<file path="src/rtl/conv_layer_sched.sv">
// conv_layer_sched: feeds 3x3 windows per kernel pass and tags pooled results.
// Optional drain watchdog enabled by defining CONV_SCHED_WATCHDOG_EN.
module conv_layer_sched #(
   parameter int NUM_KERNELS   = 4,
   parameter int WIN_COLS      = 26,
   parameter int WIN_ROWS      = 26,
   parameter int POOL_OUTS     = 169,
   parameter int DRAIN_TIMEOUT = 1024,
   localparam int KW = (NUM_KERNELS > 1) ? $clog2(NUM_KERNELS) : 1
) (
   input  logic          clk,
   input  logic          rst_n,
   input  logic          start,
   output logic          busy,
   output logic          done,
   output logic          err,
   input  logic [71:0]   win_data,
   input  logic          win_valid,
   output logic          win_ready,
   output logic [71:0]   dp_data,
   output logic          dp_valid,
   output logic [KW-1:0] dp_kernel,
   input  logic [15:0]   mp_data,
   input  logic          mp_valid,
   output logic [15:0]   res_data,
   output logic          res_valid,
   output logic [KW-1:0] res_kernel,
   output logic [7:0]    res_index
);

   localparam int NWIN = WIN_COLS * WIN_ROWS;
   localparam int WW   = (NWIN > 1) ? $clog2(NWIN) : 1;
   localparam int PW   = $clog2(POOL_OUTS + 1);
   localparam logic [WW-1:0] WIN_LAST  = WW'(NWIN - 1);
   localparam logic [PW-1:0] POOL_FULL = PW'(POOL_OUTS);
   localparam logic [KW-1:0] KER_LAST  = KW'(NUM_KERNELS - 1);

   typedef enum logic [2:0] {IDLE, FEED, DRAIN, NEXT, FIN} state_t;

   state_t        state;
   logic [WW-1:0] win_cnt;
   logic [PW-1:0] pool_cnt;
   logic [KW-1:0] kernel;
   logic          accept;
   logic          pool_take;

   assign accept    = win_valid && win_ready;
   assign pool_take = mp_valid && (state == FEED || state == DRAIN)
                      && (pool_cnt != POOL_FULL);

`ifdef CONV_SCHED_WATCHDOG_EN
   localparam int TW = $clog2(DRAIN_TIMEOUT + 1);
   localparam logic [TW-1:0] WD_LAST = TW'(DRAIN_TIMEOUT - 1);
   logic [TW-1:0] wd_cnt;
`else
   localparam int UNUSED_TIMEOUT = DRAIN_TIMEOUT;
   assign err = 1'b0;
`endif

   always_ff @(posedge clk or negedge rst_n) begin
      if (!rst_n) begin
         state      <= IDLE;
         win_cnt    <= '0;
         pool_cnt   <= '0;
         kernel     <= '0;
         busy       <= 1'b0;
         done       <= 1'b0;
         win_ready  <= 1'b0;
         dp_data    <= '0;
         dp_valid   <= 1'b0;
         dp_kernel  <= '0;
         res_data   <= '0;
         res_valid  <= 1'b0;
         res_kernel <= '0;
         res_index  <= '0;
`ifdef CONV_SCHED_WATCHDOG_EN
         err        <= 1'b0;
         wd_cnt     <= '0;
`endif
      end else begin
         done      <= 1'b0;
         dp_valid  <= accept;
         res_valid <= pool_take;
         if (accept) begin
            dp_data   <= win_data;
            dp_kernel <= kernel;
         end
         // index is the pool count before this result is counted
         if (pool_take) begin
            res_data   <= mp_data;
            res_kernel <= kernel;
            res_index  <= 8'(pool_cnt);
            pool_cnt   <= pool_cnt + 1'b1;
         end
         unique case (state)
            IDLE: begin
               if (start) begin
                  win_cnt   <= '0;
                  pool_cnt  <= '0;
                  kernel    <= '0;
                  busy      <= 1'b1;
                  win_ready <= 1'b1;
                  state     <= FEED;
`ifdef CONV_SCHED_WATCHDOG_EN
                  err       <= 1'b0;
`endif
               end
            end
            FEED: begin
               if (accept) begin
                  if (win_cnt == WIN_LAST) begin
                     win_ready <= 1'b0;
                     state     <= DRAIN;
`ifdef CONV_SCHED_WATCHDOG_EN
                     wd_cnt    <= '0;
`endif
                  end else begin
                     win_cnt <= win_cnt + 1'b1;
                  end
               end
            end
            DRAIN: begin
               if (pool_cnt == POOL_FULL) begin
                  if (kernel == KER_LAST) begin
                     done  <= 1'b1;
                     state <= FIN;
                  end else begin
                     state <= NEXT;
                  end
               end
`ifdef CONV_SCHED_WATCHDOG_EN
               else if (pool_take) begin
                  wd_cnt <= '0;
               end else if (wd_cnt == WD_LAST) begin
                  err   <= 1'b1;
                  busy  <= 1'b0;
                  state <= IDLE;
               end else begin
                  wd_cnt <= wd_cnt + 1'b1;
               end
`endif
            end
            NEXT: begin
               kernel    <= kernel + 1'b1;
               win_cnt   <= '0;
               pool_cnt  <= '0;
               win_ready <= 1'b1;
               state     <= FEED;
            end
            FIN: begin
               busy  <= 1'b0;
               state <= IDLE;
            end
            default: begin
               busy      <= 1'b0;
               win_ready <= 1'b0;
               state     <= IDLE;
            end
         endcase
      end
   end

endmodule
</file>
<file path="config.mk">
export PLATFORM = sky130hd
export DESIGN_NAME = conv_layer_sched
export DESIGN_NICKNAME = d
export VERILOG_FILES = /design/src/rtl/conv_layer_sched.sv
export SDC_FILE = /design/constraint.sdc
export NUM_CORES = 1
export LEC_CHECK = 0
export CELL_PAD_IN_SITES_DETAIL_PLACEMENT = 1
export CELL_PAD_IN_SITES_GLOBAL_PLACEMENT = 2
export CORE_MARGIN = 8
export CORE_UTILIZATION = 28
export DETAILED_ROUTE_END_ITERATION = 7
export PLACE_DENSITY = 0.77
export SLEW_MARGIN = 5
export SYNTH_ARGS = -nofsm -noshare
export SYNTH_HDL_FRONTEND = slang
export SYNTH_SLANG_ARGS = --single-unit
</file>
<file path="constraint.sdc">
create_clock -name clk -period 2.4 [get_ports clk]
set_input_delay 0.36 -clock clk [delete_from_list [all_inputs] [get_ports clk]]
set_output_delay 0.36 -clock clk [all_outputs]
set_load 0.02 [all_outputs]
</file>
### After elaboration in Yosys (flattened, before gate mapping)

Cells that the tools add are included.

* register bits: 128
* input port bits: 93
* word-level logic and storage cells: 69

* multiplexer cells: 23
* reduce and logical (&&, ||, !) cells: 14
* bitwise operators: 2
* add/sub/neg operators: 3
* equality and inequality tests: 13

Operators with widths (number)
* $mux 10: 3
* $pmux 10 s3: 1
* $mux 8: 2
* $pmux 8 s2: 1
* $mux 3: 5
* $pmux 3 s4: 1
* $reduce_and 4->1: 3
* $add 10x1->10 const B: 1
* $eq 10x10->1 const B: 1
* $add 8x1->8 const B: 1
* $eq 8x8->1 const B: 1
* $ne 8x8->1 const B: 1
* $eq 3x2->1 const B: 2
* $mux 1: 6
* $ne 2x2->1 const B: 3
* $ne 2x1->1 const B: 2
* $pmux 1 s4: 1
* $pmux 2 s2: 1
* $reduce_and 2->1: 2
* $eq 3x1->1 const B: 1
* $eq 3x3->1 const B: 1
* $logic_and 1x1->1: 3
* $logic_not 3->1: 1
* $reduce_bool 3->1: 1
* 9 further kinds: 10

### Logic depth before layout (Yosys ltp)

* depth after elaboration: 7
* mapped depth: 8
* mapped depth without buffers: 7

### Worst setup path after synthesis

OpenSTA, ideal clock, no wires.

* path type: register to register
* start point: register win_ready
* end point: register dp_data[0]
* setup slack: 0.558 ns
* setup time: 0.125 ns
* cell stages (with the launch flop): 6
* path buffers: 2
* data required time: 2.275 ns
* clock period less this slack: 1.842 ns
* data arrival time: 1.717 ns
* cell sequence: dfrtp_1 -> nand2_1 -> inv_1 -> clkbuf_1 -> buf_1 -> mux2_2

* longest elaborated chain between the ends: 1

Ends and longest elaborated chain
* start, declared: RTL line 19 `output logic win_ready,`
* start signal, assigned: RTL line 68 `win_ready <= 1'b0;`
* start signal, assigned: RTL line 102 `win_ready <= 1'b1;`
* start signal, assigned: RTL line 112 `win_ready <= 1'b0;`
* $logic_and 1x1->1: RTL line 47 `assign accept = win_valid && win_ready;`
* named net accept: RTL line 44 `logic accept;`
* end signal, assigned: RTL line 85 `dp_data <= win_data;`
* end, declared: RTL line 20 `output logic [71:0] dp_data,`

The timed path passes the listed nets, and every way through them passes these cells.
A chain may end at the register's enable or synchronous reset.

### Worst setup path in the final report

* start point: register state[1]
* end point: register win_cnt[7]

* longest elaborated chain between the ends: 3
* elaborated cells on any way between the ends: 9
* classes of those cells: eq/ne (5); mux (1); reduce/logical (3)

Ends and longest elaborated chain
* start, declared: RTL line 40 `state_t state;`
* start signal, assigned: RTL line 62 `state <= IDLE;`
* start signal, assigned: RTL line 103 `state <= FEED;`
* start signal, assigned: RTL line 113 `state <= DRAIN;`
* $eq 3x1->1, or another cell as far along: RTL line 95 `unique case (state)`
* $ne 2x2->1 (no source line) or $reduce_bool 3->1 (tied branches)
* $reduce_and 4->1 (no source line)
* end signal, assigned: RTL line 118 `win_cnt <= win_cnt + 1'b1;`
* end, declared: RTL line 41 `logic [WW-1:0] win_cnt;`

Parallel ways exist; a longest one is shown, timed or not.

==> results.py <==
metrics = {
    "power_and_ir_drop": {
        "p_per_area_mw_per_mm2": 892,
        "p_leak_nw": 3.38,
        "p_sw_mw": 2.04,
        "pwr-share-seq_pct": 37.3,
        "power_switching_share_pct": 28.1,
        "pwr-share-comb_pct": 24.9,
        "ir_drop_v": 0.000475,
        "clkPwrFrac_pct": 37.8,
        "intPower_mw": 5.20,
    },
    "final_layout": {
        "fillers": 1897,
        "layout-drive-gt1-share_pct": 23.7,
        "multiInputGateArea_mm2": 0.00189,
        "register_area_mm2": 0.00320,
        "syn_to_final_growth_pct": 55.8,
        "fin_nets": 689,
        "antennaDiodeCount": 0,
    },
    "detailed_routing": {
        "drc": 0,
        "wire_per_inst_um": 19.0,
        "antenna_left": 0,
        "routed_via_density": 4.68,
        "via_count": 3921,
        "drtIter0Drc": 163,
        "route.met3.wl_mm": 1.02,
        "dr.pass1.iters": 4,
        "wl_met1_mm": 6.76,
        "wl_met2_mm": 7.85,
        "totalWireLength_mm": 15.9,
        "dr.max_layer_used": "met4",
    },
    "timing": {
        "post-route-period-util_pct": 83.0,
        "hold_ws_ps": -31.0,
        "relSlewSlack_pct": 61.7,
        "fin_crit_ps": 1990,
        "setup_viol": 0,
        "drv_slew": 0,
        "tns_ps": 0,
        "setup_ws_ps": 407,
        "grt_setup_unrepaired": "false",
        "skew_ps": 7.05,
        "worstMarginPinSlew_ps": 575,
        "hold_viol_final": 8,
        "max_freq_mhz": 502,
    },
    "floorplanning": {
        "die_w_um": 152,
        "io_pins": 199,
        "initial_core_util_pct": 28.2,
        "dieArea_mm2": 0.0232,
        "die_y_um": 152,
        "core_mm2": 0.0185,
        "rows": 50,
    },
    "yosys": {
        "yosys_warnings": 0,
        "synth.distinct_cells": 48,
        "synth_nets": 483,
        "synth_area_leaders": "dfrtp_1 62%, mux2_2 20%, nand2_1 2.5%, a21oi_1 1.2%, ha_1 0.96%",
        "synth_most_common_cell": "dfrtp_1",
        "synth_area_per_cell_um2": 13.5,
        "synth_seq_cells": 128,
        "synth_flop_cell": "dfrtp_1",
        "yosysSeqAreaShare_pct": 61.5,
        "synth.largest_area_cell": "dfrtp_1",
        "postSynth.asyncResetShare_pct": 100,
        "synth_edf_count": 0,
        "synthTopCellsByCount": "128 x dfrtp_1, 93 x mux2_2, 34 x nand2_1",
        "synth_top_area_share_pct": 61.5,
        "post_synth_instance_area_mm2": 0.00521,
        "syn_inst": 386,
    },
    "cts": {
        "cts.clk_slew.worst_paths_ps": 60,
        "holdBufCountCts": 0,
        "clk_latency_ps": 410,
        "clockRootBuffer": "clkbuf_16",
        "cts_tree": "built",
        "numClockSinks": 128,
        "htreeDepth": 4,
        "cts_buffers": 17,
        "clockBufferDepth": 2,
        "cts_resized": 0,
        "cts_setup_buffers": 0,
    },
    "placed_design": {
        "hpwl_mm": 12.0,
        "place_ws_ps": 72.8,
        "routabilityCongestion": 0.717,
        "io_buffers": 197,
    },
    "run_status": {
        "status": "finished with violations",
        "violations": "negative hold slack",
    },
    "critical_path": {
        "cp_data_arrival_time_ps": 2320,
        "cp-end-kind": "flop",
        "crit_type": "flop to flop",
        "start_kind": "flop",
        "worstPathMaxFanout": 11,
        "crit_required_ps": 2730,
    },
    "job": {
        "cap_viol_max_count": 0,
    },
    "grt": {
        "grt_usage_pct": 14.2,
        "grt-ovfl-total": 0,
        "grt_pass1_wl_mm": 25.9,
        "grt_pass1_vias": 4294,
        "grt_start_max_net_pins": 84,
        "antenna_found_initial": 0,
    },
    "min_path": {
        "hold_path.class": "input pin to asynchronous set/reset pin",
    },
}
==> stage by stage <==
step                      cells  hold slack, ps  area (um2)  power, mW  utilization [%]
after CTS                   838            7.44        8110       7.37             44.0
after global placement      807             440        7480       4.50             40.5
after detailed placement    807             453        7480       4.57             40.5
after floorplan             386            64.4        5210       3.62                -
final                       838           -31.0        8110       7.23             44.0
after global routing        838            36.2        8110       7.61             44.0
==> flip-flops by register name (all words and copies together) (netlist names), 2 cells and up <==
register,count
res_kernel,2
kernel,2
dp_kernel,2
state,3
res_data,16
win_cnt,10
pool_cnt,8
dp_data,72
res_index,8
==> layer usage <==
| layer | global-route usage (%) | vias up |
|---|---|---|
| li1 | - | 1788 |
| met5 | 0 | - |
| met3 | 4.31 | 18 |
| met4 | 5.57 | 0 |
| met2 | 23.6 | 133 |
| met1 | 16.9 | 1982 |
==> worst max-delay path: stages (launching register included) <==
cell     delay (ps)
dfrtp_1         480
or3b_4          470
o22a_4          280
or4_1           520
a21oi_1         170
==> cell families after synthesis <==
| kind of cell | after synthesis | share of synthesized area [%] |
|---|---|---|
| xor+xnor | 2 | 0.337 |
| compound gates | 42 | 5.43 |
| other cells | 1 | 0.0720 |
| buf+inv | 24 | 2.14 |
| simple gates | 91 | 9.23 |
| flops | 128 | 61.5 |
| fa+ha+maj | 4 | 0.961 |
| mux | 94 | 20.3 |
==> final cells by class <==
cell class                      count  share of cell area, %
Timing Repair Buffer              205                   25.5
Multi-Input combinational cell    234                   23.3
Clock inverter                      8                   1.56
Sequential cell                   128                   39.5
Clock buffer                       23                   6.26
Inverter                            6                  0.278
Tap cell                          234                   3.61
==> layout by cell type (no fill, tap or decap), types with 2 or more instances in the layout <==
cell	netlist	final
buf_4	1	6
o31ai_1	5	5
clkinvlp_4	0	3
a21oi_1	12	12
clkdlybuf4s50_1	0	196
nand4_1	7	7
ha_1	4	4
buf_12	0	3
clkbuf_8	0	6
dfrtp_1	128	128
a31oi_1	2	2
inv_1	5	4
or3_1	7	7
nor3b_1	2	2
o21ai_0	10	10
inv_2	1	2
nand2_1	34	34
mux2_2	93	93
o211ai_1	3	3
bufinv_16	0	3
clkbuf_16	0	17
o22a_1	2	2
nor2_1	12	12
or2b_1	2	2
nor4_1	2	2
nand3_1	4	4
or4_1	4	4
and4_1	2	2
nand2b_1	3	3
a21o_2	2	2
and2_1	3	3
==> power groups by stage <==
stage	Sequential, mW	Clock [mW]	Combinational (mW)
5_1_grt	2.75	2.91	1.95
2_1_floorplan	2.96	0	0.659
4_1_cts	2.70	2.83	1.84
3_3_place_gp	2.72	0	1.78
6_report	2.70	2.73	1.80
3_5_place_dp	2.74	0	1.83
==> path summary, 6_finish.rpt <==
path                              start            to  slack, ps  cells past startpoint
hold reg to reg            res_index[6]  res_index[6]        490                      2
hold / removal                    rst_n          done        -30                      2
min in group clk           res_index[6]  res_index[6]        490                      2
setup reg to reg               state[1]    win_cnt[7]        410                      4
setup / recovery               state[1]    win_cnt[7]        410                      4
max in group asynchronous         rst_n   dp_data[50]       1940                      2
No activity file was read; power rests on OpenSTA's default activity.
